==> src/rtl/fifo_rd_packer.sv <==
// fifo_rd_packer
// Read-side consumer of the dual-clock FIFO. Pops DSIZE-bit words, packs
// PACK of them into one wide beat and presents beats on a valid/ready stream.
// A flush pulse closes a partially filled beat with a lane-keep mask and a
// last marker. Pops are paced so that the FIFO's registered data, lagging
// empty flag and lagging count can never cause an underflow or a lost word.
module fifo_rd_packer #(
    parameter int DSIZE = 8,
    parameter int PACK  = 4
) (
    input  logic                   rd_clk,
    input  logic                   rd_rst,
    input  logic                   fifo_empty,
    input  logic [4:0]             fifo_count,
    output logic                   fifo_rd_en,
    input  logic [DSIZE-1:0]       fifo_rd_data,
    input  logic                   flush,
    output logic                   out_valid,
    input  logic                   out_ready,
    output logic [DSIZE*PACK-1:0]  out_data,
    output logic [PACK-1:0]        out_keep,
    output logic                   out_last
);

    localparam int LW = $clog2(PACK + 1);
    localparam int CW = LW + 1;

    // pack register and bookkeeping
    logic [DSIZE*PACK-1:0] r_pack;
    logic [LW-1:0]         r_lanes;
    logic                  r_inflight;
    logic                  r_flush_pend;

    // output register
    logic                  r_out_valid;
    logic [DSIZE*PACK-1:0] r_out_data;
    logic [PACK-1:0]       r_out_keep;
    logic                  r_out_last;

    logic                  w_out_free;
    logic                  w_full;
    logic                  w_xfer;
    logic                  w_flush_done;
    logic                  w_emit_part;
    logic                  w_credit;
    logic                  w_lag_ok;
    logic                  w_rd_en;
    logic [LW-1:0]         w_cap_idx;
    logic [LW-1:0]         w_lanes_nxt;
    logic [PACK-1:0]       w_mask;
    logic [DSIZE*PACK-1:0] w_beat;

    assign w_out_free   = !r_out_valid || out_ready;
    assign w_full       = (r_lanes == LW'(PACK));
    assign w_xfer       = w_full && w_out_free;

    // A flush waits for the in-flight word to land and for a free output
    // register; a full pack register is always shipped first as a normal beat.
    assign w_flush_done = r_flush_pend && !r_inflight && w_out_free && !w_full;
    assign w_emit_part  = w_flush_done && (r_lanes != '0);

    // Credit counts the word already in flight so it always has a lane to land
    // in; a same-cycle transfer frees the whole register.
    assign w_credit     = (({1'b0, r_lanes} + CW'(r_inflight)) < CW'(PACK)) || w_xfer;

    // The count lags one pop behind, so back-to-back pops need headroom of 3.
    assign w_lag_ok     = !r_inflight || (fifo_count >= 5'd3);

    assign w_rd_en      = !rd_rst && !fifo_empty && !r_flush_pend && w_credit && w_lag_ok;

    // A capture that coincides with a transfer starts the next beat at lane 0.
    assign w_cap_idx    = w_xfer ? '0 : r_lanes;

    // Lane-count update: transfer and flush close the beat, capture appends.
    always_comb begin
        w_lanes_nxt = r_lanes;
        if (w_xfer) begin
            w_lanes_nxt = r_inflight ? LW'(1) : '0;
        end else if (w_flush_done) begin
            w_lanes_nxt = '0;
        end else if (r_inflight) begin
            w_lanes_nxt = r_lanes + LW'(1);
        end
    end

    // Beat image: only filled lanes are passed through, unused lanes read 0.
    always_comb begin
        w_mask = '0;
        w_beat = '0;
        for (int i = 0; i < PACK; i++) begin
            if (LW'(i) < r_lanes) begin
                w_mask[i]                  = 1'b1;
                w_beat[i*DSIZE +: DSIZE]   = r_pack[i*DSIZE +: DSIZE];
            end
        end
    end

    // Capture the registered FIFO read data one cycle after its pop.
    always_ff @(posedge rd_clk or posedge rd_rst) begin
        if (rd_rst) begin
            r_pack <= '0;
        end else if (r_inflight) begin
            for (int i = 0; i < PACK; i++) begin
                if (w_cap_idx == LW'(i)) begin
                    r_pack[i*DSIZE +: DSIZE] <= fifo_rd_data;
                end
            end
        end
    end

    // Lane count, in-flight marker and sticky flush request.
    always_ff @(posedge rd_clk or posedge rd_rst) begin
        if (rd_rst) begin
            r_lanes      <= '0;
            r_inflight   <= 1'b0;
            r_flush_pend <= 1'b0;
        end else begin
            r_lanes      <= w_lanes_nxt;
            r_inflight   <= w_rd_en;
            r_flush_pend <= (r_flush_pend && !w_flush_done) || flush;
        end
    end

    // Output register: loads full or flushed beats, holds until handshake.
    always_ff @(posedge rd_clk or posedge rd_rst) begin
        if (rd_rst) begin
            r_out_valid <= 1'b0;
            r_out_data  <= '0;
            r_out_keep  <= '0;
            r_out_last  <= 1'b0;
        end else if (w_xfer || w_emit_part) begin
            r_out_valid <= 1'b1;
            r_out_data  <= w_beat;
            r_out_keep  <= w_mask;
            r_out_last  <= w_emit_part;
        end else if (out_ready) begin
            r_out_valid <= 1'b0;
        end
    end

    assign fifo_rd_en = w_rd_en;
    assign out_valid  = r_out_valid;
    assign out_data   = r_out_data;
    assign out_keep   = r_out_keep;
    assign out_last   = r_out_last;

endmodule
==> config.mk <==
export PLATFORM = sky130hd
export DESIGN_NAME = fifo_rd_packer
export DESIGN_NICKNAME = d
export VERILOG_FILES = /design/src/rtl/fifo_rd_packer.sv
export SDC_FILE = /design/constraint.sdc
export NUM_CORES = 1
export LEC_CHECK = 0
export BUFFER_PORTS_ARGS = -buffer_cell sky130_fd_sc_hd__clkbuf_2
export CAP_MARGIN = 20
export CORE_ASPECT_RATIO = 1.75
export CORE_MARGIN = 2
export CORE_UTILIZATION = 26
export CTS_CLUSTER_SIZE = 28
export DETAILED_ROUTE_END_ITERATION = 10
export PLACE_DENSITY_LB_ADDON = 0.1
export RECOVER_POWER = 50
export SLEW_MARGIN = 10
export SYNTH_ARGS = -nofsm -noshare
export SYNTH_HDL_FRONTEND = slang
export SYNTH_SLANG_ARGS = --single-unit
==> constraint.sdc <==
create_clock -name rd_clk -period 2.4 [get_ports rd_clk]
set_input_delay 0.48 -clock rd_clk [delete_from_list [all_inputs] [get_ports rd_clk]]
set_output_delay 0.48 -clock rd_clk [all_outputs]
set_load 0.01 [all_outputs]
==> flow_summary.ini, run 1 <==
[cells_and_area]
antenna_cells = 0
synthToLayoutAreaGrowth_pct = 21.7
drive_above_1_share = 0.219
final_nets = 352

[die]
start_util = 0.267
fp.dieW_um = 86.4
chipHeight_um = 148
core-area_um2 = 11600
rows = 52
dieArea_um2 = 12800
num_io_pins = 57

[sta]
period_share = 0.927
drv_slew = 76
period_needed_ns = 2.22
setup_viol = 0
holdWs_ns = 0.334
rsz0062_at_grt = no
worst_slack_ns = 0.175
fmax_ghz = 0.450
tightest_slew_ns = 1.89
tns_ns = 0
finalClockSkew_ns = 0.00411
hold_viol_final = 0
slew_headroom = -0.260

[pwr]
p_clk_frac = 0.371
power_switching_mw = 0.870
seqPwrFrac = 0.487
pwr-share-comb = 0.142
ir_drop_v = 0.000365
p_leak_nw = 1.78
p_int_mw = 2.47
switching_share = 0.261
power.total_mw = 3.34
power.density_nw_per_um2 = 887

[place]
gp_congestion = 0.790
port_buffers = 56
place_ws_ns = 0.390
dp_hpwl_um = 5320

[worst_setup_path]
r2r_slack_ns = 0.46
cp.required_ns = 1.92
slowest_delay_ns = 0.44
path_cells = inv_1 > ha_2 > nand2_1 > a221oi_2 > clkbuf_2
cp-end-kind = output pin
startpoint_type = flop
crit_slowest_cell = dfrtp_1
critPathTopFamily = flip-flops
crit_type = reg2out
path_buf_inv = 2
cp_max_fo = 7
cp_data_arrival_time_ns = 1.74

[logic_synthesis]
ys_ff_latch = 75
synthesis.nets = 294
synth-edff-count = 0
syn-cell-area_um2 = 3090
avgSynthCellArea_um2 = 11.4
ys_warn_count = 0
yosysTopAreaCell = dfrtp_1
synth_top_cell_area_share = 0.607
synthDistinctLibCells = 31
synth_cells = 271
synth_most_common_cell = dfrtp_1
async_flop_share = 1.00
ys_seq_area_frac = 0.607
ys_top_cells_by_area = dfrtp_1, mux2_1, nand2_1
synthTopCellsByCount = dfrtp_1, nand2_1, o21ai_0
synthFlopType = dfrtp_1

[job]
cap_violations = 1

[cts]
cts_sinks = 75
htreeDepth = 3
cts_max_path_buffers = 2
cts_root_buf = clkbuf_16
cts.clk_slew.worst_paths_ns = 0.05
clk_latency_ns = 0.33
cts_buffers = 9
tritoncts = yes
cts_setup_buffers = 0

[global_route]
grt_pass1_wl_um = 11800
grt_pass1_vias = 2182
grt_max_degree = 76
gr-usage-all-layers = 0.124
grt-ovfl-total = 0
antenna_found_initial = 0

[outcome]
status = finished, violations left
violations = max-capacitance violations, max-slew violations

[drt]
vias = 2109
first_pass_iters = 4
drc_errors = 0
via_per_inst = 4.50
routed_wl_um = 7290
routedWlPerCell_um = 15.5
ant_nets = 0
drt_iter0_drc = 111

[min_path]
hold_class = in2reg
## area by class of cell
cell class	count	area, um2
Clock inverter	2	10.0
Clock buffer	14	264
Multi-Input combinational cell	177	1120
Timing Repair Buffer	63	307
Sequential cell	75	1880
Inverter	3	11.3
Tap cell	135	169
Fill cell	1244	7820
## final timing paths
kind / depth (start not counted) / from / endpoint
worst max register to register: 6 / r_lanes[0] / out_data[3]
worst max-delay path: 5 / r_lanes[0] / fifo_rd_en
max in group asynchronous: 3 / rd_rst / r_pack[0]
worst min register to register: 2 / out_data[10] / out_data[10]
min in group asynchronous: 3 / rd_rst / r_lanes[0]
worst min-delay path: 2 / flush / r_flush_pend
## routing by layer
metal / routed length (um) / GRT usage / part of all wire / up-vias
li1: - / - / - / 1031
met1: 3000 / 0.148 / 0.41 / 1025
met2: 3870 / 0.207 / 0.53 / 43
met3: 280 / 0.0339 / 0.038 / 10
met4: 136 / 0.0516 / 0.019 / 0
met5: 0 / 0 / 0 / -
## state kept, by name, summed over array words and instances (netlist names)
| signal | flops |
|---|---|
| out_data | 32 |
| out_keep | 4 |
| out_last | 1 |
| out_valid | 1 |
| r_flush_pend | 1 |
| r_inflight | 1 |
| r_lanes | 3 |
| r_pack | 32 |
## worst reg2reg max path, cell delays in order, from the launching register on
cell,delay [ns]
dfrtp_1,0.45
inv_1,0.13
ha_2,0.23
and2_1,0.21
o21ai_4,0.35
buf_4,0.31
o21ai_0,0.12
## through the flow
step,utilization,cell area (um2),cells
2_1_floorplan,-,3090,271
3_3_place_gp,0.304,3520,453
3_5_place_dp,0.304,3520,453
4_1_cts,0.327,3790,469
5_1_grt,0.325,3760,469
6_report,0.325,3760,469
## cell families (layout without fill, tap and decap cells)
| kind of cell | after synthesis | in the layout | share of synthesized area |
|---|---|---|---|
| AO/OA/AOI/OAI | 47 | 47 | 0.0870 |
| adder cells (fa/ha/maj) | 5 | 5 | 0.0202 |
| buffers and inverters | 19 | 82 | 0.0316 |
| flip-flops | 75 | 75 | 0.607 |
| multiplexers | 37 | 37 | 0.134 |
| AND/OR/NAND/NOR | 88 | 88 | 0.119 |
## power groups by stage
| stage | registers [mW] | logic [mW] | clock network (mW) |
|---|---|---|---|
| after floorplan | 1.65 | 0.299 | 0 |
| after global placement | 1.65 | 0.489 | 0 |
| after detailed placement | 1.65 | 0.500 | 0 |
| after CTS | 1.63 | 0.501 | 1.29 |
| after global routing | 1.66 | 0.542 | 1.34 |
| final | 1.63 | 0.474 | 1.24 |
## cells in the final DEF, fill, tap and decap left out, types with 2 or more instances in the layout
cell type,synthesis,layout
clkbuf_16,0,9
a21oi_1,4,4
a211oi_1,2,2
clkbuf_2,2,38
nand2b_1,3,3
buf_4,0,6
clkinv_2,0,2
o21ai_0,32,32
nor3b_1,2,2
mux2_2,8,8
o21ai_1,2,2
mux2_1,28,28
nand2_1,73,73
ha_1,5,4
dfrtp_1,75,75
a21o_1,2,2
clkbuf_8,0,2
nand2_2,3,3
o31ai_1,2,2
inv_1,3,2
clkbuf_1,2,22
## repair_timing
item,4_1_cts,5_1_grt
hold buffers,0,0
gates resized for setup,0,2
endpoints found under the setup margin,0,1
No activity file was read; power rests on OpenSTA's default activity.
==> run 2: changes to the inputs <==
--- a/config.mk
+++ b/config.mk
@@ -14,6 +14,7 @@
 export DETAILED_ROUTE_END_ITERATION = 10
 export PLACE_DENSITY_LB_ADDON = 0.1
 export RECOVER_POWER = 50
+export REMOVE_ABC_BUFFERS = 1
 export SLEW_MARGIN = 10
 export SYNTH_ARGS = -nofsm -noshare
 export SYNTH_HDL_FRONTEND = slang
==> run 2 against run 1 <==
The run now ends clean. Largest power group unchanged. Worst setup slack lost 0.0074 ns. First-iteration DRC count is 0.90% lower. Clock power up 19%. Critical path type unchanged. Flip-flop and latch count did not move. Design area grew 1.4%. Combinational power is essentially flat. Critical endpoint unchanged. Via count up 0.57%. Sequential power is essentially flat.
==> flow_summary.ini, run 2 (same netlist as run 1, synthesis figures left out) <==
[pwr]
p_int_mw = 2.68
switching_share = 0.252
p_clk_frac = 0.414
power.density_nw_per_um2 = 939
pwr-share-comb = 0.132
ir_drop_v = 0.000309
power_switching_mw = 0.901
p_leak_nw = 1.81
seqPwrFrac = 0.454

[cts]
cts_buffers = 9
cts_max_path_buffers = 2
cts_root_buf = clkbuf_16
htreeDepth = 3
cts.clk_slew.worst_paths_ns = 0.06
cts_sinks = 75
tritoncts = yes
clk_latency_ns = 0.33

[cells_and_area]
antenna_cells = 0
synthToLayoutAreaGrowth_pct = 23.4
mostFrequentLayoutCells = dfrtp_1, nand2_1, clkbuf_2
utilization = 0.329
final_nets = 350
design_area_um2 = 3810
drive_above_1_share = 0.217
stdcell_count = 467
mostFrequentLayoutCell = dfrtp_1
fillers = 1236

[outcome]
status = finished, final reports clean

[global_route]
gr-usage-all-layers = 0.125
antenna_found_initial = 0
grt_max_degree = 60
grt_pass1_wl_um = 11900
grt_pass1_vias = 2221
grt-ovfl-total = 0

[die]
chipHeight_um = 148
fp.dieW_um = 86.4
dieArea_um2 = 12800
start_util = 0.267
core-area_um2 = 11600
num_io_pins = 57
rows = 52

[sta]
slew_headroom = 0.426
drv_slew = 0
period_share = 0.930
worst_slack_ns = 0.168
tightest_slew_ns = 0.861
tns_ns = 0
hold_viol_final = 0
fmax_ghz = 0.448
finalClockSkew_ns = 0.00499
rsz0062_at_grt = no
setup_viol = 0
period_needed_ns = 2.23

[worst_setup_path]
startpoint_type = flop
cp.required_ns = 1.92
cp_max_fo = 7
cp-end-kind = output pin
crit_type = reg2out
cp_data_arrival_time_ns = 1.75

[place]
dp_hpwl_um = 5070
placed_cell_area_um2 = 3520
gp_congestion = 0.791
dp_cells = 451
port_buffers = 56
place_ws_ns = 0.364

[drt]
routed_wl_um = 7430
vias = 2121
first_pass_iters = 4
via_per_inst = 4.54
drc_errors = 0
drt_iter0_drc = 110
routedWlPerCell_um = 15.9
ant_nets = 0

[min_path]
hold_class = in2async

[job]
cap_violations = 0
[run 2: final timing paths]
path                            slack (ns)  depth (start not counted)      endpoint          from
worst max-delay path                  0.17                          5    fifo_rd_en    r_lanes[0]
worst min-delay path                  0.24                          2    r_pack[19]        rd_rst
worst max register to register        0.36                          6   out_keep[2]    r_lanes[0]
worst min register to register        0.48                          2  out_data[14]  out_data[14]
max in group asynchronous             0.78                          3  out_data[11]        rd_rst
min in group rd_clk                   0.34                          2  r_flush_pend         flush
[run 2: timing repair]
action,4_1_cts,5_1_grt
buffers inserted,0,0
setup endpoints to repair,0,1
hold buffers,0,0
resized for setup,0,1
[run 2: metal layers]
metal | wire (um) | up-vias | global-route usage
met5 | 0 | - | 0
met4 | 125 | 0 | 0.0516
met3 | 240 | 7 | 0.0294
met2 | 3840 | 41 | 0.213
met1 | 3220 | 1053 | 0.149
li1 | - | 1020 | -
[run 2: layout make-up]
class | count | area [um2] | area share
Clock buffer | 12 | 256 | 0.0672
Clock inverter | 4 | 72.6 | 0.0190
Inverter | 3 | 11.3 | 0.00295
Multi-Input combinational cell | 177 | 1120 | 0.294
Sequential cell | 75 | 1880 | 0.492
Tap cell | 135 | 169 | 0.0443
Timing Repair Buffer | 61 | 307 | 0.0804
[run 2: power by group through the flow]
| stage | Clock (mW) | Sequential (mW) | Combinational (mW) |
|---|---|---|---|
| after floorplan | 0 | 1.65 | 0.275 |
| after global placement | 0 | 1.64 | 0.490 |
| after detailed placement | 0 | 1.65 | 0.497 |
| after CTS | 1.53 | 1.63 | 0.501 |
| after global routing | 1.58 | 1.66 | 0.540 |
| final | 1.48 | 1.63 | 0.473 |
[run 2: worst max-delay path, stage by stage, from the launching register on]
cell and delay [ns]:
dfrtp_1 0.45, inv_1 0.16, ha_1 0.24, nand2_1 0.10, a221oi_2 0.29, clkbuf_2 0.17
[run 2: per-stage QoR]
stage | power, mW | hold slack (ns)
after floorplan | 1.93 | 0.464
after global placement | 2.13 | 0.463
after detailed placement | 2.15 | 0.472
after CTS | 3.66 | 0.145
after global routing | 3.79 | 0.305
final | 3.58 | 0.243
==> run 3: changes to the inputs <==
--- a/config.mk
+++ b/config.mk
@@ -12,7 +12,8 @@
 export CORE_UTILIZATION = 26
 export CTS_CLUSTER_SIZE = 28
 export DETAILED_ROUTE_END_ITERATION = 10
-export PLACE_DENSITY_LB_ADDON = 0.1
+export GPL_TIMING_DRIVEN = 0
+export PLACE_DENSITY = 0.56
 export RECOVER_POWER = 50
 export REMOVE_ABC_BUFFERS = 1
 export SLEW_MARGIN = 10
==> run 3 against run 2 <==
Total power fell by 3.8%. Clock skew decreased by 0.0015 ns. Core utilization barely moved. Largest cell class unchanged.
==> flow_summary.ini, run 3 (same netlist as run 1, synthesis figures left out) <==
[outcome]
status = finished, final reports clean

[sta]
tns_ns = 0
period_share = 0.935
setup_viol = 0
finalClockSkew_ns = 0.00344
fmax_ghz = 0.446
rsz0062_at_grt = no
period_needed_ns = 2.24
slew_headroom = 0.0968
worst_slack_ns = 0.156
hold_viol_final = 0
tightest_slew_ns = 1.35
drv_slew = 0

[cells_and_area]
fillers = 1221
drive_above_1_share = 0.215
final_nets = 349
mostFrequentLayoutCells = dfrtp_1, nand2_1, clkbuf_2
synthToLayoutAreaGrowth_pct = 23.6
mostFrequentLayoutCell = dfrtp_1
antenna_cells = 0

[worst_setup_path]
slowest_delay_ns = 0.45
cp-end-kind = output pin
crit_type = reg2out
startpoint_type = flop
cp_data_arrival_time_ns = 1.76
crit_slowest_cell = dfrtp_1
cp_max_fo = 7
cp.required_ns = 1.92
path_cells = inv_1 > ha_2 > nand2_1 > a221oi_2 > clkbuf_2

[cts]
clk_latency_ns = 0.34
cts_buffers = 9
cts.clk_slew.worst_paths_ns = 0.05
cts_max_path_buffers = 2
htreeDepth = 3
tritoncts = yes
cts_root_buf = clkbuf_16
cts_sinks = 75

[place]
place_ws_ns = -0.0540
dp_hpwl_um = 4960
port_buffers = 56
gp_congestion = 0.711

[pwr]
p_clk_frac = 0.387
power.density_nw_per_um2 = 902
switching_share = 0.257
pwr-share-comb = 0.142
p_int_mw = 2.56
power_switching_mw = 0.884
seqPwrFrac = 0.472
p_leak_nw = 1.80
ir_drop_v = 0.000420

[die]
dieArea_um2 = 12800
num_io_pins = 57
core-area_um2 = 11600
fp.dieW_um = 86.4
start_util = 0.267
chipHeight_um = 148
rows = 52

[drt]
via_per_inst = 4.43
drc_errors = 0
routed_wl_um = 6970
drt_iter0_drc = 79
vias = 2063
ant_nets = 0
routedWlPerCell_um = 15.0
first_pass_iters = 4

[global_route]
grt_pass1_wl_um = 11200
grt-ovfl-total = 0
antenna_found_initial = 0
grt_pass1_vias = 2096
grt_max_degree = 49
gr-usage-all-layers = 0.118

[job]
cap_violations = 0

[min_path]
hold_class = in2reg
## run 3: per-layer routing
| metal | vias up | wire length [um] | track usage |
|---|---|---|---|
| met5 | - | 0 | 0 |
| met4 | 0 | 180 | 0.0656 |
| li1 | 1016 | - | - |
| met2 | 42 | 3530 | 0.192 |
| met3 | 10 | 290 | 0.0311 |
| met1 | 995 | 2980 | 0.140 |
## run 3: area by class of cell
| class | count | area (um2) | share of cell area |
|---|---|---|---|
| well taps | 135 | 169 | 0.0442 |
| clock buffers | 14 | 254 | 0.0665 |
| repair buffers | 60 | 347 | 0.0907 |
| inverters | 3 | 12.5 | 0.00328 |
| multi-input cells | 177 | 1120 | 0.294 |
| clock inverters | 2 | 35.0 | 0.00917 |
| flip-flops and latches | 75 | 1880 | 0.492 |
## run 3: power groups by stage
stage               logic (mW)  registers, mW  clock network (mW)
finish                   0.487           1.62                1.33
global route             0.554           1.66                1.42
floorplan                0.275           1.65                   0
CTS                      0.512           1.63                1.36
detailed placement       0.507           1.65                   0
global placement         0.460           1.64                   0
## run 3: timing repair
| item | 4_1_cts | 5_1_grt |
|---|---|---|
| hold buffers | 0 | 0 |
| buffers inserted | 1 | 0 |
| setup endpoints to repair | 3 | 1 |
| gates resized for setup | 1 | 2 |
| pin swaps | 1 | 0 |
| endpoints found under the hold margin | 0 | 0 |
## run 3: final timing paths
| path | start | end | slack [ns] | cells past startpoint |
|---|---|---|---|---|
| worst max-delay path | r_lanes[0] | fifo_rd_en | 0.16 | 5 |
| worst min-delay path | flush | r_flush_pend | 0.33 | 2 |
| worst max register to register | r_lanes[0] | out_keep[3] | 0.29 | 7 |
| worst min register to register | out_data[6] | out_data[6] | 0.48 | 2 |
| max in group asynchronous | rd_rst | out_data[24] | 1.20 | 3 |
| min in group asynchronous | rd_rst | out_last | 0.43 | 2 |
## run 3: stage by stage
stage          hold WS [ns]  power (mW)  area (um2)  std cells  utilization
6_report              0.331        3.44        3820        466        0.330
3_3_place_gp          0.463        2.10        3450        446        0.298
5_1_grt               0.333        3.63        3820        466        0.330
3_5_place_dp          0.473        2.16        3540        449        0.306
4_1_cts               0.148        3.50        3840        466        0.331
2_1_floorplan         0.464        1.93        3000        255            -
## run 3: worst max-delay path: cells and delay by family (launching register included)
kind	cells	cell delay (ns)
and+or+nand+nor	1	0.09
adders and majority gates	1	0.25
AOI/OAI and AO/OA	1	0.30
buffers and inverters	2	0.34
DFF	1	0.45
